--- src/rtl/barrel_shift_pipe.sv ---
// Pipelined barrel shifter: one registered stage per shift-amount bit, with a
// single global advance enable driving valid/ready flow control.
module barrel_shift_pipe #(
    parameter int unsigned WIDTH = 8,
    localparam int unsigned SHAMT_W = $clog2(WIDTH)
) (
    input  logic               clk,
    input  logic               rst,
    input  logic               in_valid,
    output logic               in_ready,
    input  logic [WIDTH-1:0]   in_data,
    input  logic [SHAMT_W-1:0] in_shamt,
    input  logic [2:0]         in_mode,
    output logic               out_valid,
    input  logic               out_ready,
    output logic [WIDTH-1:0]   out_data,
    output logic               out_zero
);

    localparam logic [2:0] ModeSll = 3'b000;
    localparam logic [2:0] ModeSrl = 3'b001;
    localparam logic [2:0] ModeSra = 3'b010;
    localparam logic [2:0] ModeRol = 3'b011;
    localparam logic [2:0] ModeRor = 3'b100;

    function automatic logic [WIDTH-1:0] step_shift(input logic [WIDTH-1:0] d,
                                                    input logic [2:0]       m,
                                                    input logic             en,
                                                    input int unsigned      amt);
        step_shift = d;
        if (en) begin
            case (m)
                ModeSll: step_shift = d << amt;
                ModeSrl: step_shift = d >> amt;
                ModeSra: step_shift = $signed(d) >>> amt;
                ModeRol: step_shift = (d << amt) | (d >> (WIDTH - amt));
                ModeRor: step_shift = (d >> amt) | (d << (WIDTH - amt));
                default: step_shift = d;
            endcase
        end
    endfunction

    logic                              adv;
    logic [SHAMT_W-1:0]                vld_q, vld_d;
    logic [SHAMT_W-1:0][WIDTH-1:0]     data_q, data_d;
    logic [SHAMT_W-1:0][2:0]           mode_q, mode_d;
    // rem_q[k] holds the shift amount already shifted right by k+1: bit 0 feeds stage k+1.
    logic [SHAMT_W-1:0][SHAMT_W-1:0]   rem_q, rem_d;
    logic                              zero_q, zero_d;

    assign adv      = !out_valid | out_ready;
    assign in_ready = adv;

    for (genvar k = 0; k < SHAMT_W; k++) begin : g_stage
        logic               src_vld;
        logic [WIDTH-1:0]   src_data;
        logic [2:0]         src_mode;
        logic [SHAMT_W-1:0] src_rem;

        if (k == 0) begin : g_first
            assign src_vld  = in_valid & adv;
            assign src_data = in_data;
            assign src_mode = in_mode;
            assign src_rem  = in_shamt;
        end else begin : g_next
            assign src_vld  = vld_q[k-1];
            assign src_data = data_q[k-1];
            assign src_mode = mode_q[k-1];
            assign src_rem  = rem_q[k-1];
        end

        assign vld_d[k]  = src_vld;
        assign data_d[k] = step_shift(src_data, src_mode, src_rem[0], 32'd1 << k);
        assign mode_d[k] = src_mode;
        assign rem_d[k]  = src_rem >> 1;
    end

    assign zero_d = (data_d[SHAMT_W-1] == '0);

    always_ff @(posedge clk) begin
        if (rst) begin
            vld_q  <= '0;
            data_q <= '0;
            mode_q <= '0;
            rem_q  <= '0;
            zero_q <= 1'b0;
        end else if (adv) begin
            vld_q  <= vld_d;
            data_q <= data_d;
            mode_q <= mode_d;
            rem_q  <= rem_d;
            zero_q <= zero_d;
        end
    end

    assign out_valid = vld_q[SHAMT_W-1];
    assign out_data  = data_q[SHAMT_W-1];
    assign out_zero  = zero_q;

    // The last stage's mode and remaining amount have no consumer.
    logic unused_tail;
    assign unused_tail = ^{mode_q[SHAMT_W-1], rem_q[SHAMT_W-1]};

endmodule
--- config.mk ---
export PLATFORM = sky130hd
export DESIGN_NAME = barrel_shift_pipe
export DESIGN_NICKNAME = d
export VERILOG_FILES = /design/src/rtl/barrel_shift_pipe.sv
export SDC_FILE = /design/constraint.sdc
export NUM_CORES = 1
export LEC_CHECK = 0
export CAP_MARGIN = 20
export CORE_ASPECT_RATIO = 1.1
export CORE_MARGIN = 2
export CORE_UTILIZATION = 50
export CTS_CLUSTER_DIAMETER = 30
export CTS_CLUSTER_SIZE = 20
export DETAILED_ROUTE_END_ITERATION = 12
export PLACE_DENSITY = 0.76
export SETUP_SLACK_MARGIN = 0.4
export SLEW_MARGIN = 20
export SYNTH_ARGS = -nofsm -noshare
export SYNTH_HDL_FRONTEND = slang
export SYNTH_SLANG_ARGS = --single-unit
--- constraint.sdc ---
create_clock -name clk -period 1.6 [get_ports clk]
set_input_delay 0.16 -clock clk [delete_from_list [all_inputs] [get_ports clk]]
set_output_delay 0.16 -clock clk [all_outputs]
set_load 0.05 [all_outputs]
==> results.yml <==
logic_synthesis:
  ys_ff_latch: 37
  ys.flop_type: "dfxtp_1"
  muxShareOfSynthArea_pct: 6.37
  synth_fp_nets: 301
  synth_xor_area_share_pct: 2.42
  synth.distinct_cells: 43
  synthAdderAreaFrac_pct: 0.901
  synth_top_cell_by_area: "dfxtp_1"
  synth_edf_count: 0
  synth_area_leaders: "dfxtp_1, a21oi_1, nand2_1"
  ys.warnings.count: 0
  synthCells: 283
  synth_compound_area_share_pct: 34.0
  synth_top_area_share_pct: 33.4
  synth-simple-area-share_pct: 15.5
  seq_area_frac_synth_pct: 33.4
  async_flop_share_pct: 0
  syn_area_per_cell_sq_um: 7.85
  syn_area_sq_mm: 0.00222
  synth_top_family_by_area: "compound AO/OA/AOI/OAI gates"
critical_path:
  crit_top_cell: "buf_6"
  cp_cell_sequence: "buf_6 > or2_4 > a21oi_4 > buf_6 > o221ai_2 > a21oi_1"
  cp.required_ps: 1820
  cp-end-kind: "flip-flop"
  slowest_stage: "dfxtp_4"
  worstPathArrival_ps: 1790
  crit_path_max_incr_delay_ps: 390
  path_class: "flip-flop to flip-flop"
  worstPathMaxFanout: 6
  crit_path_start_kind: "flip-flop"
pwr:
  ir_drop_uv: 447
  power.leakage_nw: 1.41
  power.density_mw_per_mm2: 785
floorplan:
  io_pins: 29
  core_area_sq_mm: 0.00429
  dieHeight_microns: 73.9
  die_w_microns: 67.5
  rows: 25
  initial_core_util_pct: 51.8
  die_area_sq_mm: 0.00499
drt:
  routed_wl_mm: 7.59
  drt_iter0_drc: 222
  wl_per_cell_microns: 18.7
  final_antenna_net_count: 0
  viasPerCell: 6.32
  vias: 2567
  drtPass1Iterations: 5
  drc_errors: 0
clocking:
  clk_pin_slew_ps: 70
  clk-insertion-delay-late_ps: 300
  cts.htree.levels: 2
  cts_buffers: 5
  clock_sinks: 37
  cts-root-buf: "clkbuf_8"
  cts_buffer_depth: 2
  ctsHoldBuffers: 0
  cts_tree: "built"
cells_and_area:
  diodes: 0
  final_cell_mix: "nand2_1, buf_4, a21oi_1"
  num-fill-cells: 235
  nets: 369
  seq_area_sq_um: 771
  final_common_cell: "nand2_1"
  layout-drive-gt1-share_pct: 42.0
  multi_input_area_sq_mm: 0.00159
  area_growth_pct: 57.3
sta:
  period_minus_slack_ps: 1560
  setup_viol: 0
  fin_setup_tns_ps: 0
  tightest_slew_ps: 536
  slew_viol_final: 0
  rsz0062_at_grt: "yes"
  hold_slack_ps: 353
  slew_headroom_pct: 63.9
  hold_viol: 0
  fin_crit_sh_pct: 97.6
  fmax_mhz: 640
  finClkSkew_ps: 2.65
flow_run:
  maxCapViolations: 0
global_route:
  grt_pass1_wl_mm: 10.0
  antenna_found_initial: 0
  grt_max_degree: 29
  grt_pass1_vias: 2142
  grt_use_total_pct: 27.1
  overflow: 0
place:
  dpl.hpwl_mm: 3.98
  gpl.final_weighted_congestion: 0.905
  io_buffer_count: 28
outcome:
  status: "completed"
worst_hold_path:
  hp-class: "primary input to flip-flop"
-- report_power, final --
group          leakage (nW)  internal (mW)  total (mW)  switching (mW)
clock network        0.0585          0.508       0.859           0.350
logic                  1.04          0.417       0.800           0.383
registers             0.311          0.984        1.08          0.0984
-- layout make-up --
| class | instances | share of cell area, % |
|---|---|---|
| Timing Repair Buffer | 89 | 26.1 |
| Tap cell | 54 | 1.93 |
| Sequential cell | 37 | 22.1 |
| Multi-Input combinational cell | 212 | 45.6 |
| Clock buffer | 7 | 2.47 |
| Timing Repair inverter | 1 | 0.179 |
| Inverter | 5 | 0.752 |
| Clock inverter | 1 | 0.860 |
-- per-stage QoR --
| step | setup WS (ps) | std cells | util, % | total power [mW] | area (sq um) |
|---|---|---|---|---|---|
| final | 38.3 | 406 | 81.5 | 2.74 | 3490 |
| after global routing | -17.2 | 406 | 81.5 | 2.84 | 3490 |
| after CTS | 65.5 | 392 | 74.7 | 2.64 | 3200 |
| after detailed placement | -251 | 364 | 63.7 | 1.71 | 2730 |
| after global placement | -213 | 364 | 63.7 | 1.70 | 2730 |
| after floorplan | 171 | 283 | - | 1.54 | 2440 |
-- layer usage --
| metal | up-vias | GRT usage (%) | wire [microns] |
|---|---|---|---|
| li1 | 1176 | - | - |
| met1 | 1232 | 28.7 | 2820 |
| met2 | 121 | 50.1 | 4080 |
| met3 | 38 | 5.82 | 376 |
| met4 | 0 | 12.7 | 315 |
| met5 | - | 0 | 0 |
-- path summary, 6_finish.rpt --
kind | start | slack (ps) | endpoint | cells past startpoint
worst min register to register | vld_q[0] | 460 | vld_q[0] | 2
worst max register to register | g_stage[1].src_mode[1] | 40 | g_stage[2].src_data[2] | 6
worst max-delay path | g_stage[1].src_mode[1] | 40 | g_stage[2].src_data[2] | 6
worst min-delay path | in_mode[1] | 350 | g_stage[1].src_mode[1] | 4
-- worst max-delay path: cells and delay by family, from the launching register on --
kind	cells	cell delay (ps)
flip-flops	1	390
AO/OA/AOI/OAI	3	540
AND/OR/NAND/NOR	1	260
buffers and inverters	2	290
-- logic make-up after synthesis --
kind of cell,Yosys count
fa+ha+maj,2
buf+inv,34
simple gates,81
flops,37
compound gates,112
mux,13
xor+xnor,4
-- synthesized netlist by cell type, drive strengths merged (3+ instances only) --
| cell | instances |
|---|---|
| nand2 | 54 |
| a21oi | 45 |
| dfxtp | 37 |
| clkbuf | 17 |
| nor2 | 14 |
| buf | 12 |
| a211o | 10 |
| o22ai | 10 |
| mux2 | 9 |
| o221ai | 9 |
| o21ai | 8 |
| a211oi | 6 |
| o22a | 6 |
| inv | 5 |
| mux2i | 4 |
| a222oi | 3 |
| nor2b | 3 |
| xnor2 | 3 |
-- repair_timing --
item,4_1_cts,5_1_grt
pin swaps,26,23
cloned,1,5
endpoints found under the hold margin,0,0
resized for setup,60,35
setup buffers,19,9
endpoints found under the setup margin,30,33
-- sequential cells by signal (all words and copies together), names as in the netlist --
register and flops:
out_data 8, g_stage.src_data 16, g_stage.src_rem 3, out_zero 1, g_stage.src_mode 6, vld_q 3
No activity file was read; power rests on OpenSTA's default activity.
==> variant 1 (same settings) <==
Set the parameter `WIDTH` to 16 (it was 8).
--- a/src/rtl/barrel_shift_pipe.sv
+++ b/src/rtl/barrel_shift_pipe.sv
@@ -3,3 +3,3 @@
 module barrel_shift_pipe #(
-    parameter int unsigned WIDTH = 8,
+    parameter int unsigned WIDTH = 16,
     localparam int unsigned SHAMT_W = $clog2(WIDTH)
Interface: changed (resized in_data, in_shamt and out_data); port bits go from 29 to 46. The function was not compared with the original's and may differ.
==> variant 1 against the unedited design <==
The run now ends with setup timing left. Count of clock-buffer cells in the layout increased by 3. Sequential cell count grew 47. Critical path depth up 2. Power is 120% higher. Cell area grew 120%. Routed wire length grew to 3.0 times the old value. Non-clock buffer count rose by 75. Setup slack lost 420 ps. Area after synthesis grew 110%. Synthesized cell count is 110% higher. Worst hold slack worse by 14 ps. Via count up 130%. Clock skew rose by 15 ps. Highest routed layer unchanged.
==> variant 1: results (changes against the unedited design) <==
net total in the final layout=747 (+100%); Worst Clk Skew=17.66 ps (+15.01 ps); vias in the first global route=5658 (+160%); H-tree depth=3 (+1); First DRT Iteration DRCs=720 (+220%); Sequential Power Share=41.5% (+2.0 points); post-synth cell types=56 (+30%); capture endpoint of the worst hold path=g_stage[1].src_rem[1]; clock-pin transition on the worst setup and hold timing paths=110 ps (+40 ps); first-pass GRT wire length=30110 um (+200%); CTS-repair resized insts=177 (+200%); leak pwr=3.160 nW (+120%); reg-to-reg startpoint=g_stage[3].src_mode[0]; post-detailed-route wirelength per cell=27.23 um (+46%); Slew Limit Headroom=39.44% (-24 points); Post-Synthesis Net Count=619 (+110%); peak ir drop on the vdd network=518.0 uV (+16%); Cells on Worst Hold Path=3 (-1); worst-path fanout max=9 (+3); min setup slack post-route=-382.4 ps (-420.7 ps); critical path arrival=2300 ps (+510 ps); post-synthesis compound-gate area fraction=28.65% (-5.3 points); layout cells sized above 1=47.86% (+5.8 points); standard cell area after detailed placement=5867 um2 (+110%); post-synthesis share of cell area spent on full adders, half adders and majority gates=0% (-0.90 points); hold_sp=in_shamt[2]; end point of the critical path=out_zero; fillers=377 (+60%); fraction of power spent switching nets=35.53% (+5.2 points); share of the yosys chip area belonging to registers=36.09% (+2.7 points); buffer cell driving the clock tree root=sky130_fd_sc_hd__clkbuf_8; last weighted congestion value of the routability-driven placer=0.9739 (+7.6%); number of buffers created by CTS=9 (+4); total track usage=38.77% (+12 points); post-synthesis mux area share=9.076% (+2.7 points); share of power burned in the clock network=28.1% (-3.2 points); antenna violations before repair=0 (unchanged); most frequent cells after synthesis=84 x sky130_fd_sc_hd__dfxtp_1, 75 x sky130_fd_sc_hd__nand2_1, 70 x sky130_fd_sc_hd__nor2_1; HPWL reported at the end of detailed placement=9779 um (+150%); number of vias in the routed layout=5968 (+130%); post-CTS repair timing setup buffer count=29 (+10); Final TNS setup=-2739 ps (-2739 ps); violations in the final reports=setup timing; XOR/XNOR share of the synthesized area=0.8861% (-1.5 points); clock latency of the later-clocked register in the worst-skew pair=390 ps (+90 ps); final-layout worst hold slack=338.3 ps (-14.33 ps); maximum number of pins on one net before global-route repair=63 (+120%); Setup violations, final=33 (+33); Critical-path top delay cell=sky130_fd_sc_hd__dfxtp_2; number of iterations in the first detailed-routing pass=7 (+2); total of buffers placed on input and output ports=45 (+61%); Synth area leaders=sky130_fd_sc_hd__dfxtp_1 36%, sky130_fd_sc_hd__nand2_1 6.0%, sky130_fd_sc_hd__a21oi_1 5.7%, sky130_fd_sc_hd__nor2_1 5.6%, sky130_fd_sc_hd__o22ai_1 5.0%; status=complete, but fails checks; flip-flop count of the largest register, all copies and words added=48 (+32)
## variant 1: cell count changes after synthesis, moves of 11 or more
| cell | before | now |
|---|---|---|
| sky130_fd_sc_hd__o22ai_1 | 10 | 37 |
| sky130_fd_sc_hd__nand2_1 | 54 | 75 |
| sky130_fd_sc_hd__dfxtp_1 | 37 | 84 |
| sky130_fd_sc_hd__nor3_1 | 1 | 25 |
| sky130_fd_sc_hd__clkbuf_1 | 17 | 41 |
| sky130_fd_sc_hd__mux2_1 | 2 | 18 |
| sky130_fd_sc_hd__a211oi_1 | 6 | 17 |
| sky130_fd_sc_hd__nor2_1 | 14 | 70 |
| sky130_fd_sc_hd__a31o_1 | 0 | 16 |
## variant 1: layer usage
layer  up-vias  GRT usage, %  wire, um
met5         -             0         0
met4         0         26.63      1948
met3       189         9.507      2262
met2       562         65.08     10960
met1      2777         41.82      7673
li1       2440             -         -
## variant 1: metrics by stage
stage	std cells	utilization [%]	setup slack, ps	total power [W]
floorplan	592	-	-329.8	0.003269
global placement	773	65.45	-186.7	0.003649
detailed placement	773	65.45	-225.5	0.003685
CTS	831	81.49	-166.3	0.005483
global route	839	87.28	-407.5	0.006063
finish	839	87.28	-382.4	0.005936
## variant 1: cell type report
type / instances / share of cell area (%)
Tap cell: 114 / 1.823
Sequential cell: 84 / 21.85
Clock inverter: 6 / 0.8956
Timing Repair Buffer: 164 / 24.07
Inverter: 13 / 0.6877
Clock buffer: 10 / 1.631
Multi-Input combinational cell: 448 / 49.05
## variant 1: logic make-up (layout without fill, tap and decap cells)
logic type	count (synthesis)	after routing
AOI/OAI and AO/OA	197	197
xor gates and xnor gates	3	3
buffers and inverters	62	193
DFF	84	84
muxes	39	39
and+or+nand+nor	207	209
==> variant 2 (config.mk and constraints unchanged) <==
Without the edit above. Register the input `in_mode` before use. The logic sees it one clock later. The other inputs are not delayed to match.
--- a/src/rtl/barrel_shift_pipe.sv
+++ b/src/rtl/barrel_shift_pipe.sv
@@ -24,2 +24,8 @@
     localparam logic [2:0] ModeRor = 3'b100;
+
+    logic [2:0] in_mode_q;
+
+    always_ff @(posedge clk) begin
+        in_mode_q <= in_mode;
+    end
 
@@ -62,3 +68,3 @@
             assign src_data = in_data;
-            assign src_mode = in_mode;
+            assign src_mode = in_mode_q;
             assign src_rem  = in_shamt;
Formal check against the unedited RTL: not equivalent (Yosys sat finds a counterexample within 4 cycles, from zero or initial values and one cycle with rst high).
==> variant 2 against the unedited design <==
Sequential power is 9% higher. Setup slack got worse by 160 ps. Routed wire length grew 21%. The flow now finishes with violations (setup timing). Sequential cell count grew 3. Largest power group unchanged. Power rose by 7.0%. Synthesized cell count up 4.9%. Area after synthesis up 5.4%. Cell area up 12%. Final cell count is 5.7% higher.
==> variant 2: results (changes against the unedited design) <==
vias in the first global route=2505 (+17%); maximum number of pins on one net before global-route repair=38 (+31%); Psw=0.001000 W (+20%); status=complete, but fails checks; leak pwr=1.696 nW (+21%); first-pass GRT wire length=12250 um (+22%); post-synthesis cell count=297 (+4.9%); post-detailed-route wirelength per cell=21.45 um (+15%); HPWL reported at the end of detailed placement=4376 um (+10%); total number of yosys warnings=0 (unchanged); total of buffers placed on input and output ports=28 (unchanged); Worst Clk Skew=19.28 ps (+16.63 ps); layout cells sized above 1=51.21% (+9.2 points); First DRT Iteration DRCs=251 (+13%); Hold Crit Class=in2reg; min setup slack post-route=-122.3 ps (-160.6 ps); flip-flop count of the largest register, all copies and words added=16 (unchanged); worst-path fanout max=7 (+1); clock latency of the later-clocked register in the worst-skew pair=320 ps (+20 ps); maximum clock frequency=580.6 MHz (-9.3%); last weighted congestion value of the routability-driven placer=0.9023 (-0.32%); most frequent cells after synthesis=56 x sky130_fd_sc_hd__nand2_1, 46 x sky130_fd_sc_hd__a21oi_1, 40 x sky130_fd_sc_hd__dfxtp_1; Setup violations, final=3 (+3); H-tree depth=2 (unchanged); number of iterations in the first detailed-routing pass=8 (+3); number of enable flip-flop cells after synthesis=0 (unchanged); kind of cell with the highest combined delay on the critical path=compound AO/OA/AOI/OAI gates; share of the yosys chip area belonging to registers=34.22% (+0.87 points); post-synth cell types=52 (+21%); critical path's largest stage delay=350 ps (-40 ps); violations in the final reports=setup timing; antenna diode count=0 (unchanged); clock-pin transition on the worst setup and hold timing paths=100 ps (+30 ps); antenna violations before repair=0 (unchanged); critical path arrival=1970 ps (+180 ps); placed instance count=389 (+6.9%); buffer cell driving the clock tree root=sky130_fd_sc_hd__clkbuf_8; Post-Synthesis Net Count=315 (+4.7%); Synth area leaders=sky130_fd_sc_hd__dfxtp_1 34%, sky130_fd_sc_hd__a21oi_1 9.8%, sky130_fd_sc_hd__nand2_1 9.0%, sky130_fd_sc_hd__a211o_1 5.6%, sky130_fd_sc_hd__mux2_2 4.3%; peak ir drop on the vdd network=510.9 uV (+14%); detailed-route vias per instance=6.531 (+3.3%); Slew Limit Headroom=66.56% (+2.7 points); fillers=223 (-5.1%); total track usage=29.35% (+2.2 points); number of vias in the routed layout=2802 (+9.2%); maximum buffer depth of the clock tree=2 (unchanged); Critical-path top delay cell=sky130_fd_sc_hd__dfxtp_2; number of buffers created by CTS=5 (unchanged); FFs w/ async S/R, synth=0% (unchanged)
[variant 2: power groups by stage]
stage	Combinational, W	Sequential [W]	Clock (W)
5_1_grt	0.000959	0.00118	0.000878
2_1_floorplan	0.000408	0.00120	0
3_5_place_dp	0.000642	0.00118	0
6_report	0.000915	0.00118	0.000841
4_1_cts	0.000783	0.00116	0.000815
3_3_place_gp	0.000640	0.00118	0
[variant 2: timing repair]
action,CTS,global route
resized for setup,86,73
setup endpoints to repair,26,37
pin swaps,53,41
buffers inserted,20,9
gates cloned,3,0
[variant 2: final cells by class]
cell class | instances | area share (%)
Clock buffer | 6 | 2.395
Inverter | 5 | 0.7985
Multi-Input combinational cell | 223 | 47.08
Sequential cell | 40 | 21.46
Clock inverter | 2 | 0.4152
Tap cell | 56 | 1.789
Timing Repair Buffer | 97 | 26.06
[variant 2: path summary, 6_finish.rpt]
kind / slack [ps] / endpoint / depth (start not counted) / from
max: -120 / out_zero / 6 / g_stage[2].src_mode[2]
min reg2reg: 470 / vld_q[0] / 2 / vld_q[0]
max reg2reg: -120 / out_zero / 6 / g_stage[2].src_mode[2]
min: 280 / g_stage[0].src_mode[2] / 1 / in_mode[2]
[variant 2: logic make-up after synthesis]
| family | count (synthesis) | synth area share (%) |
|---|---|---|
| AOI/OAI and AO/OA | 116 | 33.48 |
| xor gates and xnor gates | 3 | 2.246 |
| adders and majority gates | 3 | 1.283 |
| buffers and inverters | 34 | 6.737 |
| DFF | 40 | 34.22 |
| muxes | 13 | 6.043 |
| and+or+nand+nor | 88 | 15.99 |
[variant 2: per-stage QoR]
step / setup TNS (ps) / power, W / area, um2 / worst slack [ps]
6_report: -156.7 / 0.002933 / 3918 / -122.3
5_1_grt: -408.9 / 0.003022 / 3918 / -186.2
4_1_cts: 0 / 0.002756 / 3573 / 11.61
3_5_place_dp: -32.46 / 0.001825 / 2910 / -32.46
3_3_place_gp: 0 / 0.001824 / 2910 / 5.585
2_1_floorplan: 0 / 0.001608 / 2457 / 72.94
[variant 2: routing by layer]
metal  routed length (um)  track usage [%]
met1                 3551            35.41
met2                 4523            53.21
met3                  685            3.968
met4                  439            13.07
met5                    0                0
